--- config.mk ---
export PLATFORM = sky130hd
export DESIGN_NAME = fetch_unit
export DESIGN_NICKNAME = d
export VERILOG_FILES = /design/src/rtl/fetch_unit.sv
export SDC_FILE = /design/constraint.sdc
export NUM_CORES = 1
export LEC_CHECK = 0
export CORE_ASPECT_RATIO = 0.5
export CORE_MARGIN = 5
export CORE_UTILIZATION = 64
export CTS_BUF_LIST = sky130_fd_sc_hd__clkbuf_8 sky130_fd_sc_hd__clkbuf_16
export DETAILED_ROUTE_END_ITERATION = 10
export DONT_BUFFER_PORTS = 1
export PLACE_DENSITY = 0.8
export SYNTH_ARGS = -nofsm -noshare
export SYNTH_HDL_FRONTEND = slang
export SYNTH_SLANG_ARGS = --single-unit
--- constraint.sdc ---
create_clock -name clk_i -period 4.2 [get_ports clk_i]
set_input_delay 0.63 -clock clk_i [delete_from_list [all_inputs] [get_ports clk_i]]
set_output_delay 0.63 -clock clk_i [all_outputs]
set_load 0.1 [all_outputs]
--- src/rtl/fetch_unit.sv ---
// fetch_unit: program-counter sequencer with an 8-entry branch-offset table.
// Optional build macro FETCH_CYCLE_COUNT_EN adds a 32-bit RUN-cycle counter
// output (cycle_count_o); without it the port and counter are absent.
module fetch_unit #(
    parameter int unsigned PC_W  = 10,
    parameter int unsigned OFF_W = 8
) (
    input  logic             clk_i,
    input  logic             rst_n_i,
    input  logic             start_i,
    input  logic [7:0]       imem_data_i,
    input  logic             branchf_i,
    input  logic             branchb_i,
    input  logic             done_i,
    input  logic             lut_we_i,
    input  logic [2:0]       lut_waddr_i,
    input  logic [OFF_W-1:0] lut_wdata_i,
    output logic [PC_W-1:0]  imem_addr_o,
    output logic [7:0]       instruction_o,
    output logic             running_o,
    output logic             halted_o
`ifdef FETCH_CYCLE_COUNT_EN
    ,
    output logic [31:0]      cycle_count_o
`endif
);

    localparam int unsigned LUT_N     = 8;
    localparam logic [7:0]  HALT_INSN = 8'h88;

    typedef enum logic [1:0] {
        IDLE = 2'd0,
        RUN  = 2'd1,
        HALT = 2'd2
    } state_e;

    state_e            state_q;
    state_e            state_d;
    logic [PC_W-1:0]   pc_q;
    logic [PC_W-1:0]   pc_d;
    logic              running_q;
    logic              halted_q;
    logic [OFF_W-1:0]  lut_q [LUT_N];
    logic [PC_W-1:0]   offset;

    // Offset looked up from the registered table, so a same-cycle write is not yet visible
    assign offset = PC_W'(lut_q[imem_data_i[2:0]]);

    // State, PC and status flags
    always_ff @(posedge clk_i or negedge rst_n_i) begin
        if (!rst_n_i) begin
            state_q   <= IDLE;
            pc_q      <= '0;
            running_q <= 1'b0;
            halted_q  <= 1'b0;
        end else begin
            state_q   <= state_d;
            pc_q      <= pc_d;
            running_q <= (state_d == RUN);
            halted_q  <= (state_d == HALT);
        end
    end

    // Next state and next PC; done beats branches, forward beats backward
    always_comb begin
        state_d = state_q;
        pc_d    = pc_q;
        case (state_q)
            IDLE: begin
                pc_d = '0;
                if (start_i) begin
                    state_d = RUN;
                end
            end
            RUN: begin
                if (done_i) begin
                    state_d = HALT;
                end else if (branchf_i) begin
                    pc_d = pc_q + offset;
                end else if (branchb_i) begin
                    pc_d = pc_q - offset;
                end else begin
                    pc_d = pc_q + PC_W'(1);
                end
            end
            HALT: begin
                if (start_i) begin
                    state_d = RUN;
                    pc_d    = '0;
                end
            end
            default: begin
                state_d = IDLE;
                pc_d    = '0;
            end
        endcase
    end

    // Branch-offset table, writable in any state
    always_ff @(posedge clk_i or negedge rst_n_i) begin
        if (!rst_n_i) begin
            for (int i = 0; i < LUT_N; i++) begin
                lut_q[i] <= '0;
            end
        end else if (lut_we_i) begin
            lut_q[lut_waddr_i] <= lut_wdata_i;
        end
    end

`ifdef FETCH_CYCLE_COUNT_EN
    logic [31:0] count_q;

    // RUN-cycle counter: cleared on RUN entry, frozen outside RUN
    always_ff @(posedge clk_i or negedge rst_n_i) begin
        if (!rst_n_i) begin
            count_q <= '0;
        end else if ((state_q != RUN) && (state_d == RUN)) begin
            count_q <= '0;
        end else if (state_q == RUN) begin
            count_q <= count_q + 32'd1;
        end
    end

    assign cycle_count_o = count_q;
`endif

    assign imem_addr_o   = pc_q;
    assign running_o     = running_q;
    assign halted_o      = halted_q;
    assign instruction_o = (state_q == RUN) ? imem_data_i : HALT_INSN;

endmodule

# == After elaboration in Yosys (flattened, before gate mapping) ==
# Index checks and enable logic that the tools add are counted.
# word_totals
input_bits,26
elab_cells,45
ff_bits,78
out_inout_bits,20
# classes
magnitude_cmp,3
n_reduce_logical,4
addsub,3
n_bitwise,2
muxes,15
n_eq_ne,6
# op_table
cell,n
$bwmux W64,1
$mux W10,4
$mux W8,4
$bmux W8 S3,1
$demux W8 S3,1
$pmux W10 S2,1
$add A10 B1 Y10 const B,1
$add A10 B8 Y10,1
$sub A10 B8 Y10,1
$ge A4 B4 Y1 const B,2
$not A3 Y4,2
$eq A2 B1 Y1 const B,2
$eq A2 B2 Y1 const B,2
$lt A4 B1 Y1 const B,1
$mux W2,2
$ne A2 B2 Y1 const B,2
$pmux W2 S2,1
$logic_not A2 Y1,1
$reduce_and A2 Y1,1
$reduce_or A2 Y1,1
$logic_and A1 B1 Y1,1

# == Logic depth before layout (Yosys ltp) ==
# Gate-level depths: netlist of the first run.
# logic_depth
depth_word,9
ltp_mapped,18
depth_no_buf,15

# == Worst setup path before layout of the first run ==
# No wires, ideal clock.
# synth_timing
path_kind,input port to flip-flop
startpoint,input port imem_data_i[0]
endpoint,register pc_q[9] (netlist: imem_addr_o[9])
setup_time_ns,0.077
required_time_ns,4.123
cell_stages,16
path_buffers,2
arrival_time_ns,4.081
setup_slack_ns,0.041
cell_sequence,buf_6 > buf_12 > mux4_1 > mux2i_2 > and2_1 > ha_1 > and4_1 > a21oi_1 > mux2i_1 > ha_1 > o211ai_1 > nor3_1 > a221oi_1 > o311ai_1 > o41a_1 > a21oi_1
# synth_between
elab_chain_cells,9
elab_cells_between_ends,10
cone_classes,add/sub (2); mux (7); bitwise (1)
# synth_lines
element,line_no,rtl
"start, declared",11,"input logic [7:0] imem_data_i,"
$not A3 Y4 (implied by the code) (*),47,assign offset = PC_W'(lut_q[imem_data_i[2:0]]);
$bmux W8 S3 (*),47,
$mux W8 (implied by the code) (*) (2 in a row),47,
$sub A10 B8 Y10,81,pc_d = pc_q - offset;
$mux W10,80,end else if (branchb_i) begin
$mux W10 (*),78,end else if (branchf_i) begin
$mux W10 (*),76,if (done_i) begin
$pmux W10 S2 (*),68,case (state_q)
"end signal, assigned",58,pc_q <= pc_d;
"end, declared",39,logic [PC_W-1:0] pc_q;
# Every way passes the cells marked *; elsewhere a longest branch is shown, timed or not. The select of a mux whose other input is x is not followed.
# A chain may end at the register's enable or synchronous reset.

# == Final worst setup path of the first run ==
# layout_timing
startpoint,register lut_q[9] (netlist name)
endpoint,register pc_q[9] (netlist: imem_addr_o[9])
# layout_between
elab_chain_cells,8
elab_cells_between_ends,9
cone_classes,add/sub (2); mux (7)
# layout_lines
element,line_no,rtl
"start, declared",43,logic [OFF_W-1:0] lut_q [LUT_N];
"start signal, assigned by index",106,lut_q[lut_waddr_i] <= lut_wdata_i;
$bmux W8 S3 (*),47,
$mux W8 (implied by the code) (*) (2 in a row),47,
$sub A10 B8 Y10,81,
$mux W10,80,
$mux W10 (*),78,
$mux W10 (*),76,
$pmux W10 S2 (*),68,
# Marked as above.

==> impl_metrics.py, run 1 <==
metrics = {
    "worst_setup_path": {
        "crit_top_cell": "a21oi_1",
        "critPathSlowestCell": "mux4_2",
        "cp_slowest_stage_delay_ns": 0.45,
        "path_depth": 16,
        "critical_path.top_delay_family": "compound AO/OA/AOI/OAI gates",
        "critPathKind": "reg2reg",
        "crit_buf_inv": 1,
        "path_cells": "mux4_2 > mux2i_1 > and2_4 > ha_1 > and4_1 > a21oi_1 > mux2i_1 > ha_1 > nor4_1 > o21ai_0 > a221oi_1 > buf_4 > o311ai_1 > o31ai_1 > a21oi_1 > a21oi_1",
        "arrival_ns": 4.17,
        "cp-start-kind": "flop",
        "worstRegToRegCells": 16,
        "cp-end-kind": "flop",
        "cp_max_fo": 6,
        "critPathRequiredTime_ns": 4.47,
    },
    "yosys": {
        "netlist_instances": 355,
        "yosysSeqAreaShare": 0.447,
        "synth_compound_area_frac": 0.0765,
        "synthFlopType": "dfrtp_1",
        "ys_types": 59,
        "synth.area.mux_share": 0.274,
        "synth_fa_ha_area_frac": 0.0361,
        "ys_warn_count": 0,
        "synth_edf_count": 0,
        "ys_seq_elements": 78,
        "synth-xor-area-share": 0.0120,
        "async_flop_share": 1.00,
        "syn_area_um2": 4370,
        "syn_area_per_cell_um2": 12.3,
        "syn_nets": 393,
        "synth_area_leader_cell": "dfrtp_1",
        "yosys.area_share.simple": 0.120,
        "synth_top_family_by_area": "multiplexers",
        "synth_top_area_share": 0.447,
        "synthTopCellsByArea": "dfrtp_1 45%, mux2_2 17%, mux4_2 5.7%, ha_1 3.2%, mux2i_1 2.1%",
    },
    "clock_tree": {
        "cts_tree": "built",
        "cts-buffers-inserted": 9,
        "cts_hold_buf": 1,
        "htreeDepth": 3,
        "post_cts_buffers": 0,
        "cts_num_sinks": 78,
        "cts_resized": 0,
        "clockRootBuffer": "clkbuf_16",
        "clock_latency_ns": 0.35,
        "cts_buffer_depth": 2,
        "clk_pin_slew_ns": 0.06,
    },
    "worst_hold_path": {
        "hold_path_class": "in2async",
    },
    "grt": {
        "grt_pass1_vias": 3112,
        "overflow": 0,
        "grt_pass1_wl_mm": 16.2,
        "grt_max_degree": 79,
        "grt_usage": 0.249,
        "grt_antenna_before_repair": 0,
    },
    "floorplan": {
        "fp.dieW_um": 127,
        "die_area_um2": 8680,
        "ios": 46,
        "core_area_um2": 6650,
        "start_util": 0.657,
        "dieHeight_um": 68.4,
        "rows": 21,
    },
    "final_layout": {
        "seqCellArea_um2": 1950,
        "nets": 401,
        "antennaDiodeCount": 0,
        "drive_gt1_frac": 0.311,
        "post-route-util": 0.722,
        "syn2layout_area_growth_pct": 9.85,
        "multi_input_area_um2": 2270,
        "fillers": 451,
    },
    "power_and_ir_drop": {
        "ir_worst_vdd_uv": 345,
        "power_mw": 2.78,
        "power-per-cell-area_nw_per_um2": 580,
        "leakagePower_nw": 2.08,
    },
    "timing": {
        "fmax_ghz": 0.257,
        "worstMarginPinSlew_ns": 1.01,
        "final_max_slew_viol_count": 0,
        "rsz0062_at_grt": "false",
        "fin_crit_sh": 0.927,
        "tns_ns": 0,
        "hold_violations": 0,
        "period_needed_ns": 3.89,
        "relSlewSlack": 0.328,
        "clock_skew_ns": 0.00700,
        "finalWorstSetupSlack_ns": 0.307,
        "setup_violations": 0,
    },
    "run_status": {
        "outcome": "completed",
    },
    "routing": {
        "m1WireLength_mm": 4.17,
        "num_vias": 2919,
        "wire_per_inst_um": 21.2,
        "via_per_inst": 6.36,
        "drcViolationCount": 0,
        "dr_wl_met2_mm": 4.73,
        "wirelength_mm": 9.73,
        "drtIter0Drc": 177,
        "ant_nets": 0,
        "top_layer": "met4",
        "wl_met3_um": 680,
        "drt-pass1-iter-count": 4,
    },
    "placed_design": {
        "pre_cts_slack_ns": 0.107,
        "routabilityCongestion": 0.871,
        "detailed_place_hpwl_mm": 6.62,
        "portBuffers": 0,
    },
    "run": {
        "cap_violations": 0,
    },
}
-- per-layer routing --
metal | vias to the layer above | global-route usage
met3 | 16 | 0.0818
met1 | 1488 | 0.299
li1 | 1347 | -
met5 | - | 0
met4 | 0 | 0.106
met2 | 68 | 0.425
-- worst register-to-register path, stage by stage (launching register included) --
cell	delay (ns)
dfrtp_1	0.38
mux4_2	0.45
mux2i_1	0.34
and2_4	0.23
ha_1	0.20
and4_1	0.22
a21oi_1	0.09
mux2i_1	0.16
ha_1	0.26
nor4_1	0.24
o21ai_0	0.12
a221oi_1	0.27
buf_4	0.20
o311ai_1	0.12
o31ai_1	0.32
a21oi_1	0.09
a21oi_1	0.12
-- registers in the layout, summed over array words and instances (netlist names) --
register,cells
state_q,2
running_o,1
lut_q,64
imem_addr_o,10
halted_o,1
-- Yosys cell counts (9+ instances only) --
cell type  instances
dfrtp_1           78
mux2_2            67
nand2_1           18
nor3_1            15
o21ai_0           15
ha_1              11
mux4_2            11
clkbuf_1          10
a21oi_1            9
inv_1              9
mux2i_1            9
nor2_1             9
-- logic make-up after synthesis --
kind of cell | after synthesis
mux | 92
flops | 78
simple gates | 90
xor+xnor | 6
fa+ha+maj | 12
buf+inv | 26
compound gates | 51
-- per-stage QoR --
stage	instances	area [µm²]	hold WS, ns
after CTS	459	4800	0.190
final	459	4800	0.154
after global routing	459	4800	0.201
after detailed placement	443	4470	0.337
after global placement	443	4470	0.337
after floorplan	355	4370	0.334
-- worst paths after layout --
path | from | to | slack [ns]
max | lut_q[9]$_DFFE_PN0P_ | imem_addr_o[9]$_DFFE_PN0P_ | 0.31
min | rst_n_i | lut_q[9]$_DFFE_PN0P_ | 0.15
max reg2reg | lut_q[9]$_DFFE_PN0P_ | imem_addr_o[9]$_DFFE_PN0P_ | 0.31
min reg2reg | state_q[0]$_DFF_PN0_ | running_o$_DFF_PN0_ | 0.50
max in group asynchronous | rst_n_i | imem_addr_o[3]$_DFFE_PN0P_ | 3.70
min in group clk_i | lut_wdata_i[6] | lut_q[14]$_DFFE_PN0P_ | 0.43
-- where the power goes --
| part | internal [mW] | switching (mW) | total (mW) | leakage, nW |
|---|---|---|---|---|
| clock network | 0.511 | 0.297 | 0.808 | 0.154 |
| logic | 0.347 | 0.526 | 0.873 | 0.971 |
| registers | 0.919 | 0.182 | 1.10 | 0.954 |
-- cell usage in the layout, fill, tap and decap left out, types with 2 or more instances in the layout --
cell / count
a21oi_1: 9
mux4_2: 11
a221oi_1: 2
clkbuf_16: 9
bufinv_16: 2
o311ai_1: 2
xor2_1: 3
nor2_1: 9
mux2i_2: 2
mux2_2: 67
dfrtp_1: 78
inv_1: 11
xnor2_1: 3
o21bai_1: 2
o21ai_0: 15
and2_1: 7
a211oi_1: 5
nand3_1: 3
o22ai_1: 2
nand2b_1: 8
mux2i_1: 9
a21o_1: 2
nor3b_1: 6
a31oi_1: 2
ha_1: 11
nor4_1: 3
nor3_1: 15
buf_4: 13
nor2b_1: 5
nand4b_1: 3
nand2_1: 18
mux4_1: 3
-- final cells by class --
type | instances | share of cell area
clock buffers | 9 | 0.0469
clock inverters | 6 | 0.0167
inverters | 9 | 0.00704
repair buffers | 14 | 0.0261
multi-input cells | 251 | 0.472
well taps | 92 | 0.0240
flip-flops and latches | 78 | 0.407
Power figures use the tool's default switching activity.
==> run 2, diff against run 1 <==
==> constraint.sdc (replaced) <==
create_clock -name clk_i -period 4.2 [get_ports clk_i]
set_input_delay 0.21 -clock clk_i [delete_from_list [all_inputs] [get_ports clk_i]]
set_output_delay 0.21 -clock clk_i [all_outputs]
set_load 0.1 [all_outputs]
==> impl_metrics.py, run 2 (synthesis gave the netlist of run 1 again) <==
metrics = {
    "run_status": {
        "outcome": "completed",
    },
    "final_layout": {
        "post-route-util": 0.724,
        "nets": 402,
        "antennaDiodeCount": 0,
        "drive_gt1_frac": 0.314,
        "fillers": 453,
        "syn2layout_area_growth_pct": 10.1,
        "largest_register_ffs": 64,
        "finalInstanceArea_um2": 4810,
        "final_common_cell": "dfrtp_1",
        "final_cell_mix": "78 x dfrtp_1, 67 x mux2_2, 18 x nand2_1",
        "largest-register": "lut_q",
    },
    "timing": {
        "final_max_slew_viol_count": 0,
        "relSlewSlack": 0.327,
        "rsz0062_at_grt": "false",
        "hold_violations": 0,
        "fmax_ghz": 0.258,
        "worstMarginPinSlew_ns": 1.01,
        "tns_ns": 0,
        "setup_violations": 0,
        "clock_skew_ns": 0.00436,
        "fin_crit_sh": 0.922,
        "period_needed_ns": 3.87,
    },
    "floorplan": {
        "rows": 21,
        "core_area_um2": 6650,
        "ios": 46,
        "dieHeight_um": 68.4,
        "start_util": 0.657,
        "fp.dieW_um": 127,
        "die_area_um2": 8680,
    },
    "routing": {
        "wirelength_mm": 9.90,
        "drt-pass1-iter-count": 4,
        "via_per_inst": 6.43,
        "wire_per_inst_um": 21.5,
        "num_vias": 2963,
        "ant_nets": 0,
        "drcViolationCount": 0,
        "drtIter0Drc": 258,
    },
    "worst_hold_path": {
        "hold_path_class": "in2reg",
        "worstHoldStart": "lut_wdata_i[5]",
        "whs_endpoint": "lut_q[53]$_DFFE_PN0P_",
        "min_path_cells": 1,
    },
    "worst_setup_path": {
        "crit_buf_inv": 1,
        "critPathKind": "reg2reg",
        "critPathSlowestCell": "mux4_2",
        "cp-start-kind": "flop",
        "cp_max_fo": 6,
        "cp-end-kind": "flop",
        "cp_slowest_stage_delay_ns": 0.53,
        "worstRegToRegCells": 15,
        "arrival_ns": 4.14,
        "path_cells": "mux4_2 > mux2i_2 > and2_1 > ha_1 > and4_1 > a21oi_1 > mux2i_1 > ha_1 > o211ai_1 > nor3_1 > a221oi_1 > buf_4 > o311ai_1 > o41a_1 > a21oi_1",
        "critPathRequiredTime_ns": 4.47,
        "r2r-start": "lut_q[32]$_DFFE_PN0P_",
        "r2r_slack_ns": 0.33,
        "critical_path.top_delay_family": "compound AO/OA/AOI/OAI gates",
        "r2r_end": "imem_addr_o[9]$_DFFE_PN0P_",
    },
    "clock_tree": {
        "htreeDepth": 3,
        "clockRootBuffer": "clkbuf_16",
        "cts_tree": "built",
        "clock_latency_ns": 0.35,
        "cts_buffer_depth": 2,
        "post_cts_buffers": 0,
        "cts-buffers-inserted": 9,
        "clk_pin_slew_ns": 0.06,
        "cts_num_sinks": 78,
    },
    "grt": {
        "grt_pass1_vias": 3149,
        "grt_antenna_before_repair": 0,
        "overflow": 0,
        "grt_pass1_wl_mm": 16.4,
        "grt_max_degree": 79,
        "grt_usage": 0.253,
    },
    "run": {
        "cap_violations": 0,
    },
    "placed_design": {
        "routabilityCongestion": 0.897,
        "detailed_place_hpwl_mm": 6.70,
        "dpl-instance-area_um2": 4460,
        "portBuffers": 0,
    },
    "power_and_ir_drop": {
        "leakagePower_nw": 2.08,
        "power-per-cell-area_nw_per_um2": 576,
        "ir_worst_vdd_uv": 321,
    },
}
-- run 2: worst max-delay path by stage --
stage / start / endpoint / slack (ns) / cells after the start
2_1_floorplan: imem_data_i[0] / imem_addr_o[9]$_DFFE_PN0P_ / 0.46 / 16
3_3_place_gp: lut_q[16]$_DFFE_PN0P_ / imem_addr_o[9]$_DFFE_PN0P_ / 0.55 / 15
3_5_place_dp: lut_q[1]$_DFFE_PN0P_ / imem_addr_o[9]$_DFFE_PN0P_ / 0.41 / 15
4_1_cts: lut_q[16]$_DFFE_PN0P_ / imem_addr_o[9]$_DFFE_PN0P_ / 0.36 / 15
5_1_grt: lut_q[1]$_DFFE_PN0P_ / imem_addr_o[9]$_DFFE_PN0P_ / 0.05 / 15
6_report: lut_q[32]$_DFFE_PN0P_ / imem_addr_o[9]$_DFFE_PN0P_ / 0.33 / 15
-- run 2: power breakdown --
group / leakage, nW / switching [mW] / total (mW) / internal, mW
combinational: 0.974 / 0.513 / 0.858 / 0.345
sequential: 0.954 / 0.200 / 1.12 / 0.918
clock: 0.151 / 0.325 / 0.794 / 0.468
-- run 2: area by class of cell --
class                   count  area (µm²)  area share
clock buffers               9         225      0.0468
inverters                   9        33.8     0.00702
flip-flops and latches     78        1950       0.406
well taps                  92         115      0.0239
repair buffers             15         138      0.0286
multi-input cells         251        2270       0.471
clock inverters             7        78.8      0.0164
-- run 2: per-stage QoR --
stage	cells	total power, mW	setup WS [ns]	hold WS, ns
floorplan	355	1.80	0.461	-0.0856
global placement	442	1.91	0.549	-0.0825
detailed placement	442	1.96	0.411	-0.0831
CTS	460	2.78	0.356	0.00816
global route	461	2.90	0.0455	0.000780
finish	461	2.77	0.327	0.0120
-- run 2: repair_timing --
action | CTS | global route
hold buffers | 2 | 1
gates resized for setup | 0 | 0
hold endpoints to repair | 78 | 3
endpoints found under the setup margin | 0 | 0
-- run 2: routing by layer --
| metal | track usage | up-vias | share of wire |
|---|---|---|---|
| li1 | - | 1354 | - |
| met1 | 0.303 | 1512 | 0.41 |
| met2 | 0.439 | 76 | 0.49 |
| met3 | 0.0842 | 21 | 0.070 |
| met4 | 0.0909 | 0 | 0.020 |
| met5 | 0 | - | 0 |
